`src/rtl/ula_bus_reader.sv`:
```
// Sole owner of the tri-state EN lines on the shared ULA result bus: enables one unit,
// waits for the bus to settle, captures it and returns the value on a valid/ready channel.
module ula_bus_reader #(
  parameter int unsigned WIDTH   = 8,
  parameter int unsigned NUM_SRC = 4,
  parameter int unsigned SEL_W   = 2,
  parameter int unsigned SETTLE  = 1
) (
  input  logic               clk,
  input  logic               rst,
  input  logic               req_valid,
  output logic               req_ready,
  input  logic [SEL_W-1:0]   req_sel,
  output logic [NUM_SRC-1:0] bus_en,
  input  logic [WIDTH-1:0]   bus_in,
  output logic               rsp_valid,
  input  logic               rsp_ready,
  output logic [WIDTH-1:0]   rsp_data,
  output logic               rsp_zero,
  output logic [SEL_W-1:0]   rsp_src,
  output logic               rsp_err
);

  typedef enum logic [1:0] {StIdle, StDrive, StResp} state_e;

  state_e               state_q, state_d;
  logic [3:0]           cnt_q, cnt_d;
  logic [SEL_W-1:0]     sel_q, sel_d;
  logic [NUM_SRC-1:0]   en_q, en_d;
  logic                 valid_q, valid_d;
  logic [WIDTH-1:0]     data_q, data_d;
  logic                 zero_q, zero_d;
  logic [SEL_W-1:0]     src_q, src_d;
  logic                 err_q, err_d;

  always_comb begin
    state_d = state_q;
    cnt_d   = cnt_q;
    sel_d   = sel_q;
    en_d    = en_q;
    valid_d = valid_q;
    data_d  = data_q;
    zero_d  = zero_q;
    src_d   = src_q;
    err_d   = err_q;

    unique case (state_q)
      StIdle: begin
        if (req_valid) begin
          sel_d = req_sel;
          if (32'(req_sel) < NUM_SRC) begin
            state_d = StDrive;
            en_d    = NUM_SRC'(1) << req_sel;
            cnt_d   = 4'(SETTLE - 1);
          end else begin
            // No unit exists at this index: answer at once without touching the bus.
            state_d = StResp;
            valid_d = 1'b1;
            data_d  = '0;
            zero_d  = 1'b1;
            err_d   = 1'b1;
            src_d   = req_sel;
          end
        end
      end
      StDrive: begin
        if (cnt_q == 4'd0) begin
          // Sample while EN is still high, then release the bus on the same edge.
          data_d  = bus_in;
          zero_d  = (bus_in == '0);
          err_d   = 1'b0;
          src_d   = sel_q;
          valid_d = 1'b1;
          en_d    = '0;
          state_d = StResp;
        end else begin
          cnt_d = cnt_q - 4'd1;
        end
      end
      StResp: begin
        if (rsp_ready) begin
          valid_d = 1'b0;
          state_d = StIdle;
        end
      end
      default: begin
        state_d = StIdle;
        en_d    = '0;
      end
    endcase
  end

  always_ff @(posedge clk) begin
    if (rst) begin
      state_q <= StIdle;
      cnt_q   <= '0;
      sel_q   <= '0;
      en_q    <= '0;
      valid_q <= 1'b0;
      data_q  <= '0;
      zero_q  <= 1'b0;
      src_q   <= '0;
      err_q   <= 1'b0;
    end else begin
      state_q <= state_d;
      cnt_q   <= cnt_d;
      sel_q   <= sel_d;
      en_q    <= en_d;
      valid_q <= valid_d;
      data_q  <= data_d;
      zero_q  <= zero_d;
      src_q   <= src_d;
      err_q   <= err_d;
    end
  end

  assign req_ready = (state_q == StIdle);
  assign bus_en    = en_q;
  assign rsp_valid = valid_q;
  assign rsp_data  = data_q;
  assign rsp_zero  = zero_q;
  assign rsp_src   = src_q;
  assign rsp_err   = err_q;

endmodule
```
`config.mk`:
```
export PLATFORM = sky130hd
export DESIGN_NAME = ula_bus_reader
export DESIGN_NICKNAME = d
export VERILOG_FILES = /design/src/rtl/ula_bus_reader.sv
export SDC_FILE = /design/constraint.sdc
export NUM_CORES = 1
export LEC_CHECK = 0
export CORE_ASPECT_RATIO = 2
export CORE_MARGIN = 2
export CORE_UTILIZATION = 41
export CTS_CLUSTER_SIZE = 40
export DETAILED_ROUTE_END_ITERATION = 16
export PLACE_DENSITY = 0.72
export SLEW_MARGIN = 40
export SYNTH_ARGS = -nofsm -noshare
export SYNTH_HDL_FRONTEND = slang
export SYNTH_SLANG_ARGS = --single-unit
```
`constraint.sdc`:
```
create_clock -name clk -period 1.7 [get_ports clk]
set_clock_uncertainty 0.05 [all_clocks]
set_input_delay 0.34 -clock clk [delete_from_list [all_inputs] [get_ports clk]]
set_output_delay 0.34 -clock clk [all_outputs]
set_load 0.02 [all_outputs]
```
==> results of run 1 <==
-- worst max path at each step --
stage	end	slack, ns	cells past startpoint
2_1_floorplan	cnt_q[3]	0.08	5
3_3_place_gp	bus_en[0]	-0.13	4
3_5_place_dp	cnt_q[3]	-0.20	4
4_1_cts	cnt_q[3]	0.01	5
5_1_grt	cnt_q[3]	0.0009	5
6_report	cnt_q[3]	0.05	5
-- power groups by stage --
| stage | sequential, mW | combinational [mW] | clock (mW) |
|---|---|---|---|
| 6_report | 0.710 | 0.731 | 0.333 |
| 4_1_cts | 0.709 | 0.722 | 0.341 |
| 2_1_floorplan | 0.745 | 0.399 | 0 |
| 5_1_grt | 0.722 | 0.803 | 0.364 |
| 3_3_place_gp | 0.714 | 0.684 | 0 |
| 3_5_place_dp | 0.721 | 0.704 | 0 |
-- stage by stage --
step | utilization | power (mW) | instance area, um^2 | hold WS, ns | setup slack [ns]
3_3_place_gp | 0.564 | 1.40 | 1430 | 0.401 | -0.126
5_1_grt | 0.587 | 1.89 | 1490 | 0.434 | 0.000908
2_1_floorplan | - | 1.14 | 1080 | 0.387 | 0.0831
6_report | 0.587 | 1.77 | 1490 | 0.411 | 0.0528
3_5_place_dp | 0.564 | 1.42 | 1430 | 0.401 | -0.202
4_1_cts | 0.584 | 1.77 | 1480 | 0.413 | 0.0144
-- area by class of cell --
| class | count | area [um^2] | share of cell area |
|---|---|---|---|
| Multi-Input combinational cell | 85 | 536 | 0.360 |
| Tap cell | 28 | 35.0 | 0.0235 |
| Clock buffer | 3 | 41.3 | 0.0277 |
| Inverter | 5 | 18.8 | 0.0126 |
| Sequential cell | 24 | 484 | 0.325 |
| Timing Repair Buffer | 40 | 374 | 0.251 |
-- kinds of logic after synthesis --
logic type	synth area share
fa+ha+maj	0.0231
flops	0.443
compound gates	0.225
buf+inv	0.0751
simple gates	0.230
other cells	0.00346
-- cells in the final DEF, fill, tap and decap left out, types with 2 or more instances in the layout --
| cell type | instances |
|---|---|
| a21oi_1 | 15 |
| nand3b_1 | 4 |
| nor3b_1 | 2 |
| clkdlybuf4s50_1 | 29 |
| o21ai_0 | 15 |
| dfxtp_2 | 3 |
| nand2_1 | 5 |
| nor4_1 | 2 |
| inv_1 | 5 |
| or3_1 | 2 |
| o32ai_1 | 2 |
| nand3_1 | 12 |
| or4_1 | 3 |
| clkbuf_8 | 3 |
| dfxtp_1 | 21 |
| buf_4 | 10 |
| nor2_1 | 3 |
-- worst register-to-register path, stage by stage, from the launching register on --
cell      delay, ns
dfxtp_2        0.33
inv_1          0.05
ha_2           0.19
and4bb_4       0.23
or4_4          0.48
a211oi_2       0.22
-- routing by layer --
layer  share of wire  GRT usage  vias to the layer above
li1                -          -                      515
met1            0.39      0.218                      505
met2            0.55      0.316                       21
met3           0.027     0.0202                        7
met4           0.027      0.100                        0
met5               0          0                        -
-- registers in the layout (all words and copies together) (netlist names) --
| signal | cells |
|---|---|
| rsp_data | 8 |
| bus_en | 4 |
| cnt_q | 4 |
| rsp_src | 2 |
| sel_q | 2 |
| state_q | 2 |
| rsp_valid | 1 |
| rsp_zero | 1 |
-- repair_timing --
item / CTS / global route
endpoints found under the setup margin: 2 / 7
pin swaps: 0 / 1
setup buffers: 0 / 0
hold endpoints to repair: 0 / 0
cloned: 0 / 0
gates resized for setup: 5 / 3
==> results.json, run 1 <==
{
  "final_nets": 175,
  "routed_via_density": 5.66,
  "root_buffer": "clkbuf_8",
  "min_path_cells": 2,
  "die_w_um": 40.4,
  "ys.flop_type": "dfxtp_1",
  "htree_levels": 1,
  "power.internal_mw": 1.15,
  "reg2reg_from": "cnt_q[0]",
  "min_period_ns": 1.65,
  "yosys-top-cells-area": "dfxtp_1 (44%), a21oi_1 (6.9%), o21ai_0 (6.9%)",
  "num_vias": 1048,
  "crit_slowest_cell": "or4_4",
  "layout.cells.non_filler": 185,
  "worst_ir_drop_vdd_uv": 629,
  "drt_iter0_markers": 21,
  "die-area_mm2": 0.00309,
  "maxCapViolCount": 0,
  "port_buffers": 30,
  "placed_cells": 182,
  "cts_tree": "done",
  "synth_cell_type_count": 35,
  "synthCells": 125,
  "final.fill_count": 253,
  "synth_area_mm2": 0.00108,
  "routed_wl_um": 2640,
  "path_class": "reg -> reg",
  "cts_buffers": 3,
  "ant_nets": 0,
  "cts_sinks": 24,
  "hold_buffers": 0,
  "grt_pass1_wl_um": 4220,
  "setup_viol": 0,
  "r2r_end": "cnt_q[3]",
  "rsz0062_at_grt": "false",
  "ys_ff_latch": 24,
  "layout-drive-gt1-share": 0.140,
  "syn-num-nets": 141,
  "path_cells": "inv_1 -> ha_2 -> and4bb_4 -> or4_4 -> a211oi_2",
  "clk_pin_slew_ns": 0.08,
  "netSwitchingPower_mw": 0.628,
  "synth_top_area_share": 0.443,
  "power_frac_comb": 0.412,
  "yosysMostFrequentCell": "dfxtp_1",
  "seq_power_share": 0.400,
  "finalHoldViolations": 0,
  "finalWeightedCongestion": 0.778,
  "first_global_vias": 966,
  "min_period_over_period": 0.969,
  "synth_edf_count": 0,
  "cp_top_family": "simple AND/OR/NAND/NOR gates",
  "grt-ovfl-total": 0,
  "antenna_found_initial": 0,
  "wl_per_cell_um": 14.3,
  "min-delay-start": "sel_q[0]",
  "rrSetupSlack_ns": 0.05,
  "antennaDiodeCount": 0,
  "p_clk_frac": 0.188,
  "async_flop_share": 0,
  "grt_use_total": 0.190,
  "drtPass1Iterations": 4,
  "clkLatencyLatePin_ns": 0.27,
  "io_pins": 32,
  "pwr_density_cell_mw_per_mm2": 1190,
  "cp.buffers_inverters": 1,
  "hold_end": "sel_q[0]",
  "syn_avg_cell_area_um2": 8.67,
  "cp-startpoint": "cnt_q[0]",
  "critPathArrivalTime_ns": 1.78,
  "dieHeight_um": 76.7,
  "areaGrowthSynthToFinish_pct": 37.4,
  "hold_class": "reg -> reg",
  "netlist_top_cells_count": "dfxtp_1 (24), a21oi_1 (15), o21ai_0 (15), nand3_1 (12), clkbuf_1 (6)",
  "grt_max_degree": 21,
  "slew_violations": 0,
  "dpl.hpwl_um": 1950,
  "rr_worst_depth": 5,
  "cp_max_fo": 7,
  "totalNegativeSetupSlack_ns": 0,
  "cts_buffer_depth": 2,
  "yosys_warnings": 0,
  "worstSetupEndpointType": "flop",
  "core_area_mm2": 0.00254,
  "p_leak_nw": 0.529,
  "worstPathRequired_ns": 1.83,
  "ys_seq_area_frac": 0.443,
  "switching_share": 0.354,
  "fmax_mhz": 607,
  "drcViolationCount": 0,
  "synth_area_leader_cell": "dfxtp_1",
  "max_stage_delay_ns": 0.48,
  "critPathLaunchType": "flop",
  "status": "finished clean",
  "initial_core_util": 0.427,
  "rows": 26
}
No activity file was read; power rests on OpenSTA's default activity.
==> run 2, diff against run 1 <==
--- a/config.mk
+++ b/config.mk
@@ -5,12 +5,12 @@
 export SDC_FILE = /design/constraint.sdc
 export NUM_CORES = 1
 export LEC_CHECK = 0
-export CORE_ASPECT_RATIO = 2
 export CORE_MARGIN = 2
-export CORE_UTILIZATION = 41
+export CORE_UTILIZATION = 43
+export CTS_BUF_LIST = sky130_fd_sc_hd__clkbuf_8
 export CTS_CLUSTER_SIZE = 40
 export DETAILED_ROUTE_END_ITERATION = 16
-export PLACE_DENSITY = 0.72
+export PLACE_DENSITY = 0.75
 export SLEW_MARGIN = 40
 export SYNTH_ARGS = -nofsm -noshare
 export SYNTH_HDL_FRONTEND = slang
==> run 2 against run 1 <==
Via count decreased by 1.5%. Fmax down 0.77%. Non-clock buffer count fell by 2. Critical path type unchanged. Largest cell class unchanged. Largest power group unchanged. Highest routed layer unchanged.
==> results.json, run 2 (same netlist as run 1, synthesis figures left out) <==
{
  "die_w_um": 54.2,
  "grt-ovfl-total": 0,
  "worstPathRequired_ns": 1.84,
  "dieHeight_um": 54.2,
  "cts_sinks": 24,
  "rows": 18,
  "hold_buffers": 0,
  "largest_register_ffs": 8,
  "cp-startpoint": "cnt_q[0]",
  "worst_ir_drop_vdd_uv": 536,
  "first_global_vias": 892,
  "placed_cells": 182,
  "finalWeightedCongestion": 0.819,
  "fmax_mhz": 602,
  "seq_power_share": 0.403,
  "final_cell_mix": "clkdlybuf4s50_1 (29), dfxtp_1 (21), o21ai_0 (15), a21oi_1 (15), nand3_1 (12)",
  "areaGrowthSynthToFinish_pct": 36.8,
  "core_area_mm2": 0.00243,
  "slew_violations": 0,
  "path_class": "reg -> reg",
  "pwr_density_cell_mw_per_mm2": 1200,
  "cts_buffers": 3,
  "port_buffers": 30,
  "worstSetupEndpointType": "flop",
  "cts_tree": "done",
  "routed_wl_um": 2580,
  "grt_max_degree": 24,
  "ant_nets": 0,
  "die-area_mm2": 0.00294,
  "cts_buffer_depth": 2,
  "drt_iter0_markers": 31,
  "layout.cells.non_filler": 185,
  "p_leak_nw": 0.520,
  "dpl.hpwl_um": 1770,
  "layout-drive-gt1-share": 0.135,
  "critPathLaunchType": "flop",
  "clk_pin_slew_ns": 0.08,
  "netSwitchingPower_mw": 0.630,
  "drcViolationCount": 0,
  "io_pins": 32,
  "antennaDiodeCount": 0,
  "initial_core_util": 0.445,
  "min-delay-start": "sel_q[1]",
  "grt_pass1_wl_um": 3970,
  "rrSetupSlack_ns": 0.04,
  "final_nets": 173,
  "min_period_over_period": 0.976,
  "root_buffer": "clkbuf_8",
  "maxCapViolCount": 0,
  "final_common_cell": "clkdlybuf4s50_1",
  "hold_class": "reg -> reg",
  "status": "finished clean",
  "reg2reg_from": "cnt_q[0]",
  "totalNegativeSetupSlack_ns": 0,
  "power.internal_mw": 1.15,
  "setup_viol": 0,
  "wl_per_cell_um": 13.9,
  "drtPass1Iterations": 4,
  "cp_max_fo": 7,
  "final.fill_count": 221,
  "switching_share": 0.354,
  "routed_via_density": 5.58,
  "critPathArrivalTime_ns": 1.80,
  "finalHoldViolations": 0,
  "power_frac_comb": 0.415,
  "num_vias": 1032,
  "grt_use_total": 0.186,
  "htree_levels": 1,
  "p_clk_frac": 0.182,
  "min_period_ns": 1.66,
  "rsz0062_at_grt": "true",
  "antenna_found_initial": 0,
  "clkLatencyLatePin_ns": 0.26
}
run 2: cell types whose count changed in the layout (fill, tap and decap cells not counted):
cell,change
or4_4,+1
or4_1,-1
buf_4,-2
a211oi_2,+1
ha_1,+1
a211oi_1,-1
ha_2,-1
run 2: cell type report:
class | instances | area, um^2 | area share
clock buffers | 3 | 41.3 | 0.0278
flip-flops and latches | 24 | 484 | 0.327
inverters | 5 | 18.8 | 0.0127
well taps | 30 | 37.5 | 0.0253
multi-input cells | 85 | 542 | 0.365
repair buffers | 38 | 359 | 0.242
run 2: metal layers:
metal / up-vias / wire [um] / track usage
met5: - / 0 / 0
met4: 0 / 19 / 0.0875
met3: 2 / 106 / 0.0389
met2: 25 / 1280 / 0.277
met1: 492 / 1170 / 0.254
li1: 513 / - / -
run 2: through the flow:
stage               worst slack, ns  power (mW)  hold WS [ns]  utilization  area (um^2)
floorplan                    0.0831        1.14         0.387            -         1080
global placement             -0.114        1.39         0.399        0.583         1420
detailed placement           -0.160        1.41         0.401        0.583         1420
CTS                        0.000944        1.74         0.412        0.601         1460
global route                -0.0112        1.89         0.445        0.610         1480
finish                       0.0401        1.78         0.411        0.610         1480
run 2: what timing repair did:
| item | 4_1_cts | 5_1_grt |
|---|---|---|
| pin swaps | 0 | 2 |
| buffers inserted | 0 | 0 |
| endpoints found under the setup margin | 2 | 13 |
| resized for setup | 3 | 6 |
run 2: worst max-delay path, cell delays in order (launching register included):
cell,delay [ns]
dfxtp_2,0.35
inv_1,0.06
ha_1,0.23
and4bb_4,0.24
or4_4,0.48
a211oi_2,0.17
run 2: final timing paths:
kind | to | cells past startpoint
worst max-delay path | cnt_q[3] | 5
worst min-delay path | sel_q[1] | 2
worst max register to register | cnt_q[3] | 5
worst min register to register | sel_q[1] | 2
run 2: power by group through the flow:
stage / Sequential (mW) / Combinational, mW / Clock, mW
finish: 0.717 / 0.739 / 0.324
global route: 0.726 / 0.806 / 0.356
CTS: 0.712 / 0.685 / 0.341
detailed placement: 0.722 / 0.686 / 0
global placement: 0.718 / 0.669 / 0
floorplan: 0.745 / 0.399 / 0
